<file path="src/rtl/pipe_pkg.sv">
// Shared constants and payload types for the MIPS pipeline-stage buffers.
package pipe_pkg;

  localparam int unsigned MAX_PIPE_DEPTH = 8;

  localparam int unsigned PC_W       = 32;
  localparam int unsigned INSTR_W    = 32;
  localparam int unsigned REGADDR_W  = 5;
  localparam int unsigned MEMTOREG_W = 3;

  // MEM/WB payload; pack into DATA_W = $bits(mewb_payload_t) at the instantiation.
  typedef struct packed {
    logic [PC_W-1:0]       pc;
    logic [INSTR_W-1:0]    instr;
    logic [31:0]           alu_out;
    logic [31:0]           dm_rdata;
    logic [REGADDR_W-1:0]  rd_addr;
    logic [MEMTOREG_W-1:0] mem_to_reg;
    logic                  reg_write;
  } mewb_payload_t;

endpackage

</file>
<file path="src/rtl/pipe_slice.sv">
// One valid+data register slice; an empty or flushed slice always holds zero data.
module pipe_slice
  import pipe_pkg::*;
#(
  parameter int unsigned DATA_W = 32
) (
  input  logic              clk,
  input  logic              reset,
  input  logic              flush_i,
  input  logic              load_i,
  input  logic              src_valid_i,
  input  logic [DATA_W-1:0] src_data_i,
  output logic              valid_o,
  output logic [DATA_W-1:0] data_o
);

  logic              valid_q, valid_d;
  logic [DATA_W-1:0] data_q, data_d;

  always_comb begin
    valid_d = valid_q;
    data_d  = data_q;
    if (flush_i) begin
      valid_d = 1'b0;
      data_d  = '0;
    end else if (load_i) begin
      valid_d = src_valid_i;
      data_d  = src_valid_i ? src_data_i : '0;
    end
  end

  always_ff @(posedge clk or posedge reset) begin
    if (reset) begin
      valid_q <= 1'b0;
      data_q  <= '0;
    end else begin
      valid_q <= valid_d;
      data_q  <= data_d;
    end
  end

  assign valid_o = valid_q;
  assign data_o  = data_q;

endmodule

</file>
<file path="src/rtl/pipe_stage_buf.sv">
// Elastic DEPTH-slice pipeline-stage register with valid/ready, bubble collapse and flush.
// Define PIPE_STAGE_STATS_EN to add saturating stall_cnt / flush_cnt outputs.
module pipe_stage_buf
  import pipe_pkg::*;
#(
  parameter int unsigned DATA_W = 32,
  parameter int unsigned DEPTH  = 1,
  parameter int unsigned OCC_W  = $clog2(DEPTH + 1)
) (
  input  logic              clk,
  input  logic              reset,
  input  logic              flush,
  input  logic              in_valid,
  input  logic [DATA_W-1:0] in_data,
  output logic              in_ready,
  output logic              out_valid,
  output logic [DATA_W-1:0] out_data,
  input  logic              out_ready,
  output logic [OCC_W-1:0]  occupancy
`ifdef PIPE_STAGE_STATS_EN
  ,
  output logic [31:0]       stall_cnt,
  output logic [31:0]       flush_cnt
`endif
);

  logic [DEPTH-1:0]  v;
  logic [DEPTH-1:0]  load;
  logic [DATA_W-1:0] d [DEPTH];

  // Unrolled ready chain: slice i loads unless it and every slice after it are full
  // while the consumer stalls. Avoids a combinational self-loop through one vector.
  always_comb begin
    logic full_tail;
    load      = '0;
    full_tail = 1'b1;
    for (int i = int'(DEPTH) - 1; i >= 0; i--) begin
      full_tail = full_tail & v[i];
      load[i]   = out_ready | !full_tail;
    end
  end

  for (genvar i = 0; i < int'(DEPTH); i++) begin : g_slice
    logic              src_valid;
    logic [DATA_W-1:0] src_data;

    if (i == 0) begin : g_head
      assign src_valid = in_valid;
      assign src_data  = in_data;
    end else begin : g_body
      assign src_valid = v[i-1];
      assign src_data  = d[i-1];
    end

    pipe_slice #(
      .DATA_W (DATA_W)
    ) u_slice (
      .clk         (clk),
      .reset       (reset),
      .flush_i     (flush),
      .load_i      (load[i]),
      .src_valid_i (src_valid),
      .src_data_i  (src_data),
      .valid_o     (v[i]),
      .data_o      (d[i])
    );
  end

  assign in_ready  = load[0] & !flush;
  assign out_valid = v[DEPTH-1];
  assign out_data  = d[DEPTH-1];

  // Internal shifts conserve the item count, so only the two end transfers move it.
  logic             in_xfer, out_xfer;
  logic [OCC_W-1:0] occ_q, occ_d;

  assign in_xfer  = in_valid & in_ready;
  assign out_xfer = out_valid & out_ready;

  always_comb begin
    occ_d = occ_q;
    if (flush) begin
      occ_d = '0;
    end else begin
      occ_d = occ_q + OCC_W'(in_xfer) - OCC_W'(out_xfer);
    end
  end

  always_ff @(posedge clk or posedge reset) begin
    if (reset) begin
      occ_q <= '0;
    end else begin
      occ_q <= occ_d;
    end
  end

  assign occupancy = occ_q;

`ifdef PIPE_STAGE_STATS_EN
  logic [31:0] stall_cnt_q, stall_cnt_d;
  logic [31:0] flush_cnt_q, flush_cnt_d;

  always_comb begin
    stall_cnt_d = stall_cnt_q;
    flush_cnt_d = flush_cnt_q;
    if (out_valid && !out_ready && !flush && (stall_cnt_q != 32'hFFFF_FFFF)) begin
      stall_cnt_d = stall_cnt_q + 32'd1;
    end
    if (flush && (flush_cnt_q != 32'hFFFF_FFFF)) begin
      flush_cnt_d = flush_cnt_q + 32'd1;
    end
  end

  always_ff @(posedge clk or posedge reset) begin
    if (reset) begin
      stall_cnt_q <= '0;
      flush_cnt_q <= '0;
    end else begin
      stall_cnt_q <= stall_cnt_d;
      flush_cnt_q <= flush_cnt_d;
    end
  end

  assign stall_cnt = stall_cnt_q;
  assign flush_cnt = flush_cnt_q;
`endif

endmodule

</file>
<file path="config.mk">
export PLATFORM = sky130hd
export DESIGN_NAME = pipe_stage_buf
export DESIGN_NICKNAME = d
export VERILOG_FILES = /design/src/rtl/pipe_pkg.sv /design/src/rtl/pipe_slice.sv /design/src/rtl/pipe_stage_buf.sv
export SDC_FILE = /design/constraint.sdc
export NUM_CORES = 1
export LEC_CHECK = 0
export BUFFER_PORTS_ARGS = -buffer_cell sky130_fd_sc_hd__buf_2
export CAP_MARGIN = 20
export CORE_ASPECT_RATIO = 1.4
export CORE_MARGIN = 2
export CORE_UTILIZATION = 25
export CTS_BUF_LIST = sky130_fd_sc_hd__clkbuf_8 sky130_fd_sc_hd__clkbuf_16
export CTS_CLUSTER_DIAMETER = 150
export DETAILED_ROUTE_END_ITERATION = 8
export SYNTH_ARGS = -nofsm -noshare
export SYNTH_HDL_FRONTEND = slang
export SYNTH_SLANG_ARGS = --single-unit
</file>
<file path="constraint.sdc">
create_clock -name clk -period 2.4 [get_ports clk]
set_input_delay 0.24 -clock clk [delete_from_list [all_inputs] [get_ports clk]]
set_output_delay 0.24 -clock clk [all_outputs]
set_load 0.005 [all_outputs]
</file>
* Word level (Yosys, flattened, before mapping)
Cells that the tools add are included.
** Storage, ports and cells
- Memory bits (writable) :: 0
- Bits in read-only memories :: 0
- Bits in latches :: 0
- Register bits :: 34
- Output and inout port bits :: 35
- Input port bits :: 37
- Memories :: 0
** Operators by class
- Equality and inequality tests :: 0
- $mul :: 0
- Muxes and demuxes :: 6
- Reduce and logical (&&, ||, !) cells :: 3
- Bitwise gates (word level) :: 4
- Div/mod/pow operators :: 0
- Shifts and indexed selects :: 0
- $add $sub $neg :: 2
- $lt $le $gt $ge :: 0
** Operators by type and width (count)
- $mux 32 :: 3
- $and 1x1->1 :: 3
- $mux 1 :: 3
- $logic_not 1->1 :: 2
- $reduce_bool 2->1 :: 1
- $add 1x1->1 :: 1
- $or 1x1->1 :: 1
- $sub 1x1->1 :: 1

* Logic depth before layout (Yosys ltp)
Gate-level depths: netlist of run 1.
- Depth in word-level cells :: 7
- Mapped depth :: 5
- Mapped depth without buffers :: 3

* Modules after synthesis
Synthesis of run 1 repeated with hierarchy kept, for this count alone.
** Unflattened totals
- Cell total of the unflattened synthesis :: 127
- Area total of the unflattened synthesis :: 1453.9 um2
** Modules (own cells, without submodules)
- pipe_slice :: area each 1357.6 um2, cells an instance 118, sequential area each 825.8 um2, times used 1
- pipe_stage_buf :: area each 96.3 um2, cells an instance 9, sequential area each 25.0 um2, times used 1

* Worst setup path before layout of run 1
Ideal clock, no wire load.
- Kind :: flip-flop to output port
- From :: register g_slice[0].u_slice.valid_q
- To :: output port in_ready
- Arrival time :: 0.902 ns
- Buffers on the path :: 2
- Cell stages (with the launch flop) :: 5
- Path slack :: 1.258 ns
- Cells stage by stage :: dfrtp_1 -> nor2b_1 -> buf_4 -> buf_6 -> nor2_1
** On the way
- Word-level cells in the longest chain between the ends :: 3
** RTL lines
- start: declaration :: RTL line pipe_slice.sv:17 : logic valid_q, valid_d;
- start signal: assignment :: RTL line pipe_slice.sv:37 : valid_q <= valid_d;
- $logic_not 1->1 :: RTL line pipe_stage_buf.sv:39 : load[i] = out_ready | !full_tail;
- $or 1x1->1 :: RTL line pipe_stage_buf.sv:39
- $and 1x1->1 :: RTL line pipe_stage_buf.sv:69 : assign in_ready = load[0] & !flush;
- end: declaration :: RTL line pipe_stage_buf.sv:15 : output logic in_ready,
No other way between the ends.

* Final worst setup path of run 1
Same ends and word-level chain as after synthesis.

==> flow_metrics.tcl, run 1 <==
set metrics [dict create \
    synth_xor_xnor_area_share_pct 0 \
    highest_layer "met4" \
    initial_core_util_pct 25.4 \
    synth_compound_area_share_pct 11.8 \
    dp.cells 285 \
    root_buffer "clkbuf_8" \
    worst-slew-pin-transition_ps 612 \
    synth_simple_gate_area_share_pct 22.4 \
    rsz0062_at_grt "no" \
    drc 0 \
    synthMuxAreaShare_pct 0 \
    dpl-instance-area_sq_um 1820 \
    final_cells 293 \
    overflow 0 \
    hold_violations 0 \
    vdd_drop_max_uv 206 \
    tns_ps 0 \
    synth_edf_count 0 \
    synthAdderAreaFrac_pct 0 \
    synth_area_leader_cell "dfrtp_1" \
    final_nets 259 \
    layout-drive-gt1-share_pct 37.2 \
    grt_max_degree 36 \
    vias 1287 \
    p_leak_uw 0.000988 \
    cap_violations 0 \
    layout_setup_ws_ps 834 \
    die_w_um 68.7 \
    reg2reg_depth 4 \
    cts_buffers 5 \
    synthTopCellsByCount "dfrtp_1, a21oi_1, nand3_1, nand2_1, buf_6" \
    hp-class "in2async" \
    m1WireLength_mm 1.45 \
    wl_met3_um 168 \
    post-route-min-period_ps 1570 \
    htreeDepth 2 \
    skew_ps 4.09 \
    routed_wirelength_mm 3.64 \
    io_buffers 71 \
    cts_sinks 34 \
    gp_congestion 0.719 \
    grt_pass1_wl_mm 5.78 \
    grt_pass1_vias 1218 \
    cp-end-kind "output pin" \
    clockBufferDepth 2 \
    cts_tree "built" \
    synthArstFlopShare_pct 100 \
    final_area_sq_um 1910 \
    crit_path_max_fanout 10 \
    power_density_nw_per_um2 619 \
    ctsResizeCount 0 \
    antenna_found_initial 0 \
    ys_types 15 \
    fin_crit_sh_pct 65.2 \
    slew_violations 0 \
    synth-seq-cells 34 \
    finalSetupViolCount 0 \
    met2WireLength_mm 1.94 \
    ant_nets 0 \
    synth_cells 156 \
    core.rowCount 33 \
    postCtsHoldBufs 0 \
    syn_nets 193 \
    syn-mean-instance-area_sq_um 9.40 \
    fmax_ghz 0.639 \
    synth_most_common_cell "dfrtp_1" \
    outcome "completed" \
    ys_seq_area_share_pct 58.0 \
    arrival_ps 1330 \
    drt-vias-per-instance 4.39 \
    area_growth_pct 30.5 \
    gr-usage-all-layers_pct 11.9 \
    clock_latency_ps 280 \
    synth_area_leaders "dfrtp_1, a21oi_1, nand3_1" \
    diodes 0 \
    slew_headroom_pct 59.2 \
    drt_iter0_drc 40 \
    synth_top_family_by_area "simple AND/OR/NAND/NOR gates" \
    cts_setup_buffers 0 \
    die_area_sq_um 6500 \
    fin_util_pct 33.1 \
    die_y_um 94.6 \
    cp-start-kind "register" \
    io_pins 72 \
    syn_area_sq_um 1470 \
    coreArea_sq_um 5780 \
    path_class "reg2out" \
    synth-main-ff-cell "dfrtp_1" \
    worst_ep_required_time_ps 2160 \
    cts.clk_slew.worst_paths_ps 70 \
    drt_pass1_iterations 4 \
    ys_warn_count 0 \
    pre_cts_slack_ps 974 \
    netlist.area_leader.share_pct 58.0 \
    wl_per_cell_um 12.4 \
]
==> report_power, final <==
part	leakage, uW	internal (uW)	switching, uW
combinational	0.000478	64.2	81.9
sequential	0.000458	599	13.9
clock	0.0000524	227	199
total	0.000988	890	295
==> worst max-delay path, stage by stage, from the launching register on <==
cell and delay (ps):
dfrtp_1 390, nor2b_2 400, nor2_1 100, buf_2 150
==> cell usage in the layout (no fill, tap or decap) <==
cell      count
clkinv_2      1
nand3_1      33
nand2_1      32
nor2b_2       1
dfrtp_1      34
buf_4         3
a21o_1        1
clkbuf_8      6
a21oi_1      33
nor2_1        3
nand3b_1      1
or2b_4        1
buf_2        71
nand2b_1      1
inv_1         2
==> routing by layer <==
metal,global-route usage [%],vias to the layer above
li1,-,653
met1,13.8,592
met2,20.3,37
met3,2.15,5
met4,6.37,0
met5,0,-
==> registers in the layout (all words and copies together) (netlist names) <==
| name | flops |
|---|---|
| occupancy | 1 |
| g_slice.u_slice.valid_o | 1 |
| g_slice.u_slice.data_o | 32 |
==> metrics by stage <==
step                hold slack [ps]  total power (uW)
detailed placement              368               773
global placement                359               771
global route                   99.0              1250
finish                         47.9              1190
CTS                            58.6              1210
floorplan                       382               707
==> logic make-up after synthesis <==
kind of cell           count (synthesis)
buffers and inverters                 16
AND/OR/NAND/NOR                       72
AO/OA/AOI/OAI                         34
flip-flops                            34
==> layout make-up <==
type / instances / area, sq um
inverters: 1 / 3.75
clock inverters: 2 / 8.76
fillers: 640 / 3870
flip-flops and latches: 34 / 851
clock buffers: 6 / 82.6
multi-input cells: 106 / 503
repair buffers: 74 / 378
well taps: 70 / 87.6
==> final timing paths <==
kind	start	end	slack, ps
setup / recovery	g_slice[0].u_slice.valid_o	in_ready	830
hold / removal	reset	g_slice[0].u_slice.data_o[17]	50
setup reg to reg	g_slice[0].u_slice.valid_o	g_slice[0].u_slice.data_o[31]	940
hold reg to reg	g_slice[0].u_slice.data_o[26]	g_slice[0].u_slice.data_o[26]	520
max in group asynchronous	reset	g_slice[0].u_slice.data_o[3]	2030
min in group clk	in_data[16]	g_slice[0].u_slice.data_o[16]	220
Note: power is estimated with default switching activity, not from simulation.
==> run 2: changes to the inputs <==
ABC_AREA = 1   (was unset)
clock period = 1.3 ns   (was 2.4 ns; I/O delays follow)
==> flow_metrics.tcl, run 2 <==
set metrics [dict create \
    layout_common_cells "buf_2, inv_1, nand3_1" \
    holdWs_ps 88.0 \
    drc 0 \
    finalSetupViolCount 0 \
    whs_path_depth 3 \
    clockBufferDepth 2 \
    gr-usage-all-layers_pct 12.3 \
    cts_sinks 34 \
    fin_crit_sh_pct 94.4 \
    gp_congestion 0.726 \
    io_pins 72 \
    grt_pass1_vias 1296 \
    drt_iter0_drc 51 \
    cts_buffers 5 \
    path_class "reg2out" \
    p_leak_uw 0.00106 \
    grt_pass1_wl_mm 5.95 \
    final_cells 304 \
    rsz0062_at_grt "no" \
    synth_most_common_cell "inv_1" \
    synth_cells 154 \
    synth-seq-cells 34 \
    wl_per_cell_um 11.8 \
    ys_warn_count 0 \
    clock_latency_ps 280 \
    drt-vias-per-instance 4.33 \
    r2r_end "g_slice[0].u_slice.data_o[30]" \
    hp-class "in2reg" \
    synthArstFlopShare_pct 100 \
    area_growth_pct 38.1 \
    power_density_nw_per_um2 1100 \
    cts.clk_slew.worst_paths_ps 70 \
    die_w_um 68.9 \
    diodes 0 \
    synth_area_leader_cell "dfrtp_1" \
    crit_path_max_fanout 2 \
    synth-main-ff-cell "dfrtp_1" \
    pre_cts_slack_ps 173 \
    die_y_um 94.8 \
    syn_area_sq_um 1470 \
    grt_max_degree 26 \
    layout_setup_ws_ps 72.9 \
    die_area_sq_um 6530 \
    slew_violations 0 \
    layout-drive-gt1-share_pct 41.0 \
    dp_hpwl_mm 2.61 \
    core.rowCount 33 \
    hold_violations 0 \
    root_buffer "clkbuf_8" \
    syn-mean-instance-area_sq_um 9.56 \
    skew_ps 4.19 \
    layout_commonest_cell "buf_2" \
    reg2reg_depth 4 \
    io_buffers 71 \
    rr_startpoint "g_slice[0].u_slice.valid_o" \
    largest_reg_flops 32 \
    tns_ps 0 \
    reg2reg_slack_ps 160 \
    vdd_drop_max_uv 613 \
    post-route-min-period_ps 1230 \
    slew_headroom_pct 84.2 \
    coreArea_sq_um 5780 \
    htreeDepth 2 \
    initial_core_util_pct 25.5 \
    vias 1317 \
    drt_pass1_iterations 4 \
    synth_edf_count 0 \
    netlist.area_leader.share_pct 57.8 \
    arrival_ps 1100 \
    outcome "completed" \
    cp-start-kind "register" \
    syn_nets 191 \
    hold_start "in_data[4]" \
    n_fill_cell 606 \
    ys_types 13 \
    cts_tree "built" \
    worst_ep_required_time_ps 1170 \
    final_nets 270 \
    ant_nets 0 \
    cp-end-kind "output pin" \
    crit_start "g_slice[0].u_slice.valid_o" \
    fmax_ghz 0.815 \
    synth_area_leaders "dfrtp_1, nand3_1, inv_1" \
    cap_violations 0 \
    ys_seq_area_share_pct 57.8 \
    routed_wirelength_mm 3.60 \
    worst-slew-pin-transition_ps 237 \
    endpoint "in_ready" \
    overflow 0 \
    synthTopCellsByCount "inv_1, dfrtp_1, nand3_1, o21ai_1, buf_6" \
    dp.cells 293 \
    antenna_found_initial 0 \
]
[run 2: cell families after synthesis]
logic type      synth area share, %
buf+inv                        14.9
compound gates                 13.6
flops                          57.8
simple gates                   13.8
[run 2: per-stage QoR]
stage	instance area (sq um)	util [%]	power, uW
floorplan	1470	-	1300
global placement	1900	32.9	1440
detailed placement	1900	32.9	1450
CTS	2030	35.1	2280
global route	2030	35.2	2360
finish	2030	35.2	2230
[run 2: cell type report]
cell class / count / area (sq um) / area share [%]
sequential: 34 / 852 / 41.9
clock buffer: 6 / 82.6 / 4.06
clock inverter: 2 / 8.76 / 0.431
timing repair buffer: 82 / 469 / 23.1
inverter: 35 / 131 / 6.46
tap: 70 / 87.6 / 4.31
multi-input combinational: 75 / 403 / 19.8
[run 2: worst min-delay path by stage]
stage                     slack (ps)                             to
after floorplan                  270   g_slice[0].u_slice.data_o[0]
after global placement           180   g_slice[0].u_slice.data_o[6]
after detailed placement         180   g_slice[0].u_slice.data_o[6]
after CTS                         80  g_slice[0].u_slice.data_o[14]
after global routing             100   g_slice[0].u_slice.data_o[1]
final                             90   g_slice[0].u_slice.data_o[4]
[run 2: power by group]
group	internal, uW	switching [uW]
combinational	143	161
clock	419	370
sequential	1110	26.8
total	1670	558
[run 2: per-layer routing]
layer  track usage, %  share of wire [%]  up-vias
met5                0                  0        -
met4             5.56                1.9        0
met3             3.10                4.4        6
met2             20.9                 50       39
met1             14.3                 44      624
li1                 -                  -      648
[run 2: what timing repair did]
action	4_1_cts	5_1_grt
endpoints found under the setup margin	1	1
buffers inserted	2	0
resized for setup	4	1
endpoints found under the hold margin	34	0
hold buffers	1	0
[run 2: critical path, stage by stage, from the launching register on]
cell	delay, ps
dfrtp_2	430
a21oi_4	180
buf_12	120
buf_2	100
